**src/rtl/uart_pkg.sv**
```systemverilog
// Shared UART constants and types used by uart_rx, uart_tx and the RX/TX byte FIFOs.
package uart_pkg;

    localparam int UART_DATA_W       = 8;
    localparam int UART_CLKS_PER_BIT = 87;
    localparam int UART_FIFO_ADDR_W  = 4;

    typedef logic [UART_DATA_W-1:0] uart_byte_t;

endpackage : uart_pkg

```
**src/rtl/uart_rx_fifo_if.sv**
```systemverilog
// Byte-stream bundle between the UART receiver, the RX FIFO and its consumer.
interface uart_rx_fifo_if
    import uart_pkg::*;
#(
    parameter int ADDR_W = UART_FIFO_ADDR_W,
    parameter int DATA_W = UART_DATA_W
);

    logic              i_RX_DV;
    logic [DATA_W-1:0] i_RX_Data;
    logic [DATA_W-1:0] o_Data;
    logic              o_Valid;
    logic              i_Ready;
    logic [ADDR_W:0]   o_Count;
    logic              o_Full;
    logic              o_Empty;
    logic              o_Overflow;
    logic              i_Clear_Overflow;

    modport slave (
        input  i_RX_DV, i_RX_Data, i_Ready, i_Clear_Overflow,
        output o_Data, o_Valid, o_Count, o_Full, o_Empty, o_Overflow
    );

    modport master (
        output i_RX_DV, i_RX_Data, i_Ready, i_Clear_Overflow,
        input  o_Data, o_Valid, o_Count, o_Full, o_Empty, o_Overflow
    );

endinterface : uart_rx_fifo_if

```
**src/rtl/uart_fifo_mem.sv**
```systemverilog
// DEPTH x DATA_W storage: synchronous write port, asynchronous read port.
module uart_fifo_mem
    import uart_pkg::*;
#(
    parameter int ADDR_W = UART_FIFO_ADDR_W,
    parameter int DATA_W = UART_DATA_W
) (
    input  logic              i_Clock,
    input  logic              we,
    input  logic [ADDR_W-1:0] waddr,
    input  logic [DATA_W-1:0] wdata,
    input  logic [ADDR_W-1:0] raddr,
    output logic [DATA_W-1:0] rdata
);

    localparam int DEPTH = 1 << ADDR_W;

    logic [DATA_W-1:0] mem_r [DEPTH];

    // Storage is deliberately not reset; pointers define which entries are live.
    always_ff @(posedge i_Clock) begin
        if (we) begin
            mem_r[waddr] <= wdata;
        end
    end

    assign rdata = mem_r[raddr];

endmodule : uart_fifo_mem

```
**src/rtl/uart_rx_fifo.sv**
```systemverilog
// First-word-fall-through byte FIFO behind the UART receiver, with fill level and sticky overflow.
module uart_rx_fifo
    import uart_pkg::*;
#(
    parameter int ADDR_W = UART_FIFO_ADDR_W,
    parameter int DATA_W = UART_DATA_W
) (
    input  logic                 i_Clock,
    input  logic                 i_Reset,
    uart_rx_fifo_if.slave        bus
);

    localparam int unsigned      DEPTH    = 1 << ADDR_W;
    localparam logic [ADDR_W:0]  FULL_CNT = DEPTH[ADDR_W:0];
    localparam logic [ADDR_W:0]  CNT_ONE  = (ADDR_W+1)'(1'b1);
    localparam logic [ADDR_W-1:0] PTR_ONE = ADDR_W'(1'b1);

    logic [ADDR_W-1:0] wr_ptr_r;
    logic [ADDR_W-1:0] rd_ptr_r;
    logic [ADDR_W:0]   count_r;
    logic              full_r;
    logic              empty_r;
    logic              overflow_r;

    logic              pop_s;
    logic              push_s;
    logic              drop_s;
    logic              mem_we_s;
    logic [ADDR_W:0]   count_next_s;
    logic [DATA_W-1:0] rdata_s;

    // A full FIFO still accepts a byte when the head leaves in the same cycle.
    assign pop_s    = !empty_r && bus.i_Ready;
    assign push_s   = bus.i_RX_DV && (!full_r || pop_s);
    assign drop_s   = bus.i_RX_DV && full_r && !pop_s;
    assign mem_we_s = push_s && !i_Reset;

    // Next fill level from the push/pop pair.
    always_comb begin
        count_next_s = count_r;
        case ({push_s, pop_s})
            2'b10:   count_next_s = count_r + CNT_ONE;
            2'b01:   count_next_s = count_r - CNT_ONE;
            default: count_next_s = count_r;
        endcase
    end

    // Pointers, level and flags; flags are derived from the next level so they track o_Count.
    always_ff @(posedge i_Clock) begin
        if (i_Reset) begin
            wr_ptr_r   <= {ADDR_W{1'b0}};
            rd_ptr_r   <= {ADDR_W{1'b0}};
            count_r    <= {(ADDR_W+1){1'b0}};
            full_r     <= 1'b0;
            empty_r    <= 1'b1;
            overflow_r <= 1'b0;
        end else begin
            if (push_s) begin
                wr_ptr_r <= wr_ptr_r + PTR_ONE;
            end
            if (pop_s) begin
                rd_ptr_r <= rd_ptr_r + PTR_ONE;
            end
            count_r <= count_next_s;
            full_r  <= (count_next_s == FULL_CNT);
            empty_r <= (count_next_s == {(ADDR_W+1){1'b0}});
            // A fresh drop outranks a simultaneous clear.
            if (drop_s) begin
                overflow_r <= 1'b1;
            end else if (bus.i_Clear_Overflow) begin
                overflow_r <= 1'b0;
            end else begin
                overflow_r <= overflow_r;
            end
        end
    end

    uart_fifo_mem #(
        .ADDR_W (ADDR_W),
        .DATA_W (DATA_W)
    ) u_mem (
        .i_Clock (i_Clock),
        .we      (mem_we_s),
        .waddr   (wr_ptr_r),
        .wdata   (bus.i_RX_Data),
        .raddr   (rd_ptr_r),
        .rdata   (rdata_s)
    );

    assign bus.o_Data     = rdata_s;
    assign bus.o_Valid    = !empty_r;
    assign bus.o_Count    = count_r;
    assign bus.o_Full     = full_r;
    assign bus.o_Empty    = empty_r;
    assign bus.o_Overflow = overflow_r;

endmodule : uart_rx_fifo

```
**src/flat_wrapper.sv**
```systemverilog
// flat-port wrapper written by rule: the top's interface ports become plain ports
module uart_rx_fifo_flat import uart_pkg::*;
#(
    parameter int ADDR_W = UART_FIFO_ADDR_W,
    parameter int DATA_W = UART_DATA_W
)
  (i_Clock, i_Reset, bus_i_RX_DV, bus_i_RX_Data, bus_i_Ready, bus_i_Clear_Overflow, bus_o_Data, bus_o_Valid, bus_o_Count, bus_o_Full, bus_o_Empty, bus_o_Overflow);
  uart_rx_fifo_if #(.ADDR_W(ADDR_W), .DATA_W(DATA_W)) bus_i ();
  input  logic i_Clock;
  input  logic i_Reset;
  input wire logic [$bits(bus_i.i_RX_DV)-1:0] bus_i_RX_DV;
  input wire logic [$bits(bus_i.i_RX_Data)-1:0] bus_i_RX_Data;
  input wire logic [$bits(bus_i.i_Ready)-1:0] bus_i_Ready;
  input wire logic [$bits(bus_i.i_Clear_Overflow)-1:0] bus_i_Clear_Overflow;
  output wire logic [$bits(bus_i.o_Data)-1:0] bus_o_Data;
  output wire logic [$bits(bus_i.o_Valid)-1:0] bus_o_Valid;
  output wire logic [$bits(bus_i.o_Count)-1:0] bus_o_Count;
  output wire logic [$bits(bus_i.o_Full)-1:0] bus_o_Full;
  output wire logic [$bits(bus_i.o_Empty)-1:0] bus_o_Empty;
  output wire logic [$bits(bus_i.o_Overflow)-1:0] bus_o_Overflow;
  assign bus_i.i_RX_DV = bus_i_RX_DV;
  assign bus_i.i_RX_Data = bus_i_RX_Data;
  assign bus_i.i_Ready = bus_i_Ready;
  assign bus_i.i_Clear_Overflow = bus_i_Clear_Overflow;
  assign bus_o_Data = bus_i.o_Data;
  assign bus_o_Valid = bus_i.o_Valid;
  assign bus_o_Count = bus_i.o_Count;
  assign bus_o_Full = bus_i.o_Full;
  assign bus_o_Empty = bus_i.o_Empty;
  assign bus_o_Overflow = bus_i.o_Overflow;
  uart_rx_fifo #(.ADDR_W(ADDR_W), .DATA_W(DATA_W)) u_core (.i_Clock(i_Clock), .i_Reset(i_Reset), .bus(bus_i));
endmodule
```
**config.mk**
```make
export PLATFORM = sky130hd
export DESIGN_NAME = uart_rx_fifo_flat
export DESIGN_NICKNAME = d
export VERILOG_FILES = /design/src/rtl/uart_pkg.sv /design/src/rtl/uart_rx_fifo_if.sv /design/src/rtl/uart_fifo_mem.sv /design/src/rtl/uart_rx_fifo.sv /design/src/flat_wrapper.sv
export SDC_FILE = /design/constraint.sdc
export NUM_CORES = 1
export LEC_CHECK = 0
export ABC_AREA = 1
export ABC_CLOCK_PERIOD_IN_PS = 2700
export BUFFER_PORTS_ARGS = -buffer_cell sky130_fd_sc_hd__buf_2
export CAP_MARGIN = 20
export CORE_MARGIN = 2
export CORE_UTILIZATION = 60
export DETAILED_ROUTE_END_ITERATION = 16
export PLACE_DENSITY = 0.78
export RECOVER_POWER = 25
export SLEW_MARGIN = 10
export SYNTH_ARGS = -nofsm -noshare
export SYNTH_HDL_FRONTEND = slang
export SYNTH_SLANG_ARGS = --single-unit
```
**constraint.sdc**
```tcl
create_clock -name i_Clock -period 2.7 [get_ports i_Clock]
set_input_delay 0.135 -clock i_Clock [delete_from_list [all_inputs] [get_ports i_Clock]]
set_output_delay 0.135 -clock i_Clock [all_outputs]
set_load 0.01 [all_outputs]
```
==> summary.md <==
| Metric | Value |
|---|---|
| Status | `complete, no violations` |
| Post-synth cell types | `28` |
| Max-cap viol count | `0` |
| Proportion of layout cells with a drive suffix above 1 | `~17%` |
| Setup TNS | `0 ns` |
| Htree depth | `4` |
| Total gr overflow | `0` |
| Crit path buf inv count | `3` |
| Die Span X | `104 um` |
| Net count after synthesis | `509` |
| Root Buffer | `clkbuf_8` |
| Most frequent cell after synthesis | `edfxtp_1` |
| Die area | `between 10000 and 15000 sq um` |
| RD Place Congestion | `0.811` |
| Leak | `2.45 nW` |
| DR iter-0 viols | `493` |
| Reg2Reg Setup Slack | `a little over 0.3 ns` |
| Number of synthesized flops with an enable pin | `128` |
| Gr usage total | `25.3%` |
| # setup viols final | `0` |
| RSZ-0062 raised after global routing | `false` |
| Master of the slowest instance on the critical path | `inv_2` |
| Largest net degree at the start of global routing | `65` |
| Post-route DRC | `0` |
| Seq/Total Area, Yosys | `70.8%` |
| FF+latch count, synth | `148` |
| Initial antenna violation count | `0` |
| TritonCTS clock tree | `built` |
| Vias | `4031` |
| Worst-Skew Late Latency | `0.51 ns` |
| Cell taking the most area after synthesis | `edfxtp_1` |
| Clk pin slew, worst setup/hold paths | `0.06 ns` |
| Area share of the largest cell type after synthesis | `between 60% and 70%` |
| Worst vdd ir | `0.425 mV` |
| Worst-Margin Slew | `about 0.86 ns` |
| Mapped Area | `approximately 6000 sq um` |
| Row cnt | `36` |
| Min cycle time layout | `2.41 ns` |
| Critical Path, Cell by Cell | `inv_2, buf_4, o21ai_0, o221ai_1, nand3_1, nand2_1, buf_2` |
| Total length of routed wires | `13300 um` |
| HP Class | `in2reg` |
| Post-CTS setup buffers | `0` |
| Top delay family on crit path | `buffers and inverters` |
| CTS Sinks | `approximately 150` |
| Dpl cell area | `6350 sq um` |
| Post-route ant nets | `0` |
| Starting density of the core | `61.6%` |
| Longest Clk Path Bufs | `2` |
| Cells after Synth | `slightly below 500` |
| Fin cells | `683` |
| I/O Buffers | `29` |
| Vias per cell | `5.90` |
| Critical path type | `reg2out` |
| Worst clock skew | `approximately 0.012 ns` |
| Wire length per cell | `19.5 um` |
| Worst Path Required | `2.57 ns` |
| Final hold vios | `0` |
| Final nets | `559` |
| Top cells by area, synth | `edfxtp_1 (64%), dfxtp_1 (6.7%), nor2_1 (5.6%)` |
| Max Fclk | `about 0.41 GHz` |
| Synthesized area per cell | `12.3 sq um` |
| Yosys warnings | `0` |
| N_diodes | `0` |
| Core area | `~9700 sq um` |
| Final Slew Violations | `0` |
| Ys async rst share | `0%` |
| Final Cycle Share | `89.4%` |
| Relative slew slack | `42.2%` |
| Pre-antenna DRT Iters | `5` |
| Power per cell area | `813 nW/um^2` |
| Crit. End Element | `output pin` |
| Top cells by count, synth | `edfxtp_1 (128), nor2_1 (90), o21ai_0 (37), nand2_1 (36), o21ai_1 (33)` |
| I/O pins | `30` |
| CP Max Fanout | `26` |
| HPWL after DPL | `roughly 8000 um` |
| Fin area | `6980 sq um` |
| CTS Hold Bufs | `6` |
| Post-cts resize count | `0` |
| CP startpoint kind | `flop` |
| Ys flop type | `edfxtp_1` |
| Area grow syn2layout | `16.5%` |
| Global-route wire length before repair | `20900 um` |
| Vias in the first global route | `4024` |
| Arr. time, crit path | `2.28 ns` |
| Placed Cells | `646` |
| Critical Path Max Stage Delay | `0.38 ns` |
| Num CTS Buffers | `17` |
| Die H | `104 um` |
[path summary, 6_finish.rpt]
path                 startpoint            endpoint  cells past startpoint
min                 bus_i_Ready  u_core.rd_ptr_r[1]                      3
max                        flop       bus_o_Data[3]                      7
min reg2reg  u_core.rd_ptr_r[3]  u_core.rd_ptr_r[3]                      1
max reg2reg  u_core.bus.o_Empty   u_core.bus.o_Full                     17
[through the flow]
stage	hold WS (ns)	util [%]	total power [W]	setup WS [ns]
final	0.0212	71.8	0.00568	0.286
after detailed placement	0.407	65.3	0.00342	0.323
after global placement	0.389	65.3	0.00338	0.460
after floorplan	0.204	-	0.00317	0.522
after CTS	0.00298	71.8	0.00569	0.288
after global routing	0.0270	71.8	0.00589	0.0760
[power breakdown]
group,total (W),switching [W],leakage [nW],internal (W)
sequential,0.00258,0.0000407,1.32,0.00254
combinational,0.000813,0.000546,0.857,0.000267
clock,0.00229,0.000888,0.279,0.00140
[worst min-delay path, stage by stage]
cell	delay (ns)
buf_2	0.10
nand2_2	0.12
a21oi_1	0.12
[sequential cells by signal, summed over array words and instances, names as in the netlist, named ones only]
signal	cells
u_core.bus.o_Full	1
u_core.bus.o_Count	5
u_core.wr_ptr_r	4
u_core.u_mem.mem_r	128
u_core.bus.o_Empty	1
u_core.rd_ptr_r	4
u_core.bus.o_Overflow	1
[cell type report]
| type | instances | area, sq um |
|---|---|---|
| repair buffers | 55 | 362 |
| inverters | 25 | 93.8 |
| flip-flops and latches | 148 | 4250 |
| multi-input cells | 291 | 1540 |
| clock inverters | 13 | 159 |
| fillers | 652 | 2750 |
| clock buffers | 18 | 418 |
| well taps | 133 | 166 |
[layout by cell type, fill, tap and decap left out, types with 2 or more instances in the layout]
master,count
o221ai_1,24
buf_2,24
nand2_2,4
clkbuf_1,6
buf_4,19
dlygate4sd3_1,6
a21oi_1,8
bufinv_16,3
nand4_1,3
inv_1,19
ha_1,8
nor2_1,90
clkbuf_16,16
clkinvlp_4,2
inv_2,6
nand3_1,22
clkinv_4,2
nand2_1,36
dfxtp_1,19
nor2_4,2
edfxtp_1,128
o22ai_1,8
inv_6,2
o21ai_1,33
o21ai_0,37
o211ai_1,8
clkinv_2,3
[routing by layer]
layer / vias to the layer above / wire [um] / share of wire [%] / global-route usage [%]
met4: 0 / 211 / 1.6 / 8.11
li1: 1885 / - / - / -
met3: 21 / 967 / 7.3 / 5.20
met5: - / 0 / 0 / 0
met1: 1937 / 5220 / 39 / 32.7
met2: 188 / 6890 / 52 / 43.4
[cells by family (layout without fill, tap and decap cells)]
group | after synthesis | after routing | share of synthesized area, %
compound gates | 120 | 120 | 12.3
xor+xnor | 1 | 1 | 0.146
fa+ha+maj | 8 | 8 | 1.67
buf+inv | 49 | 111 | 3.51
flops | 148 | 148 | 70.8
mux | 1 | 1 | 0.167
simple gates | 161 | 161 | 11.4
Note: power is estimated with default switching activity, not from simulation.
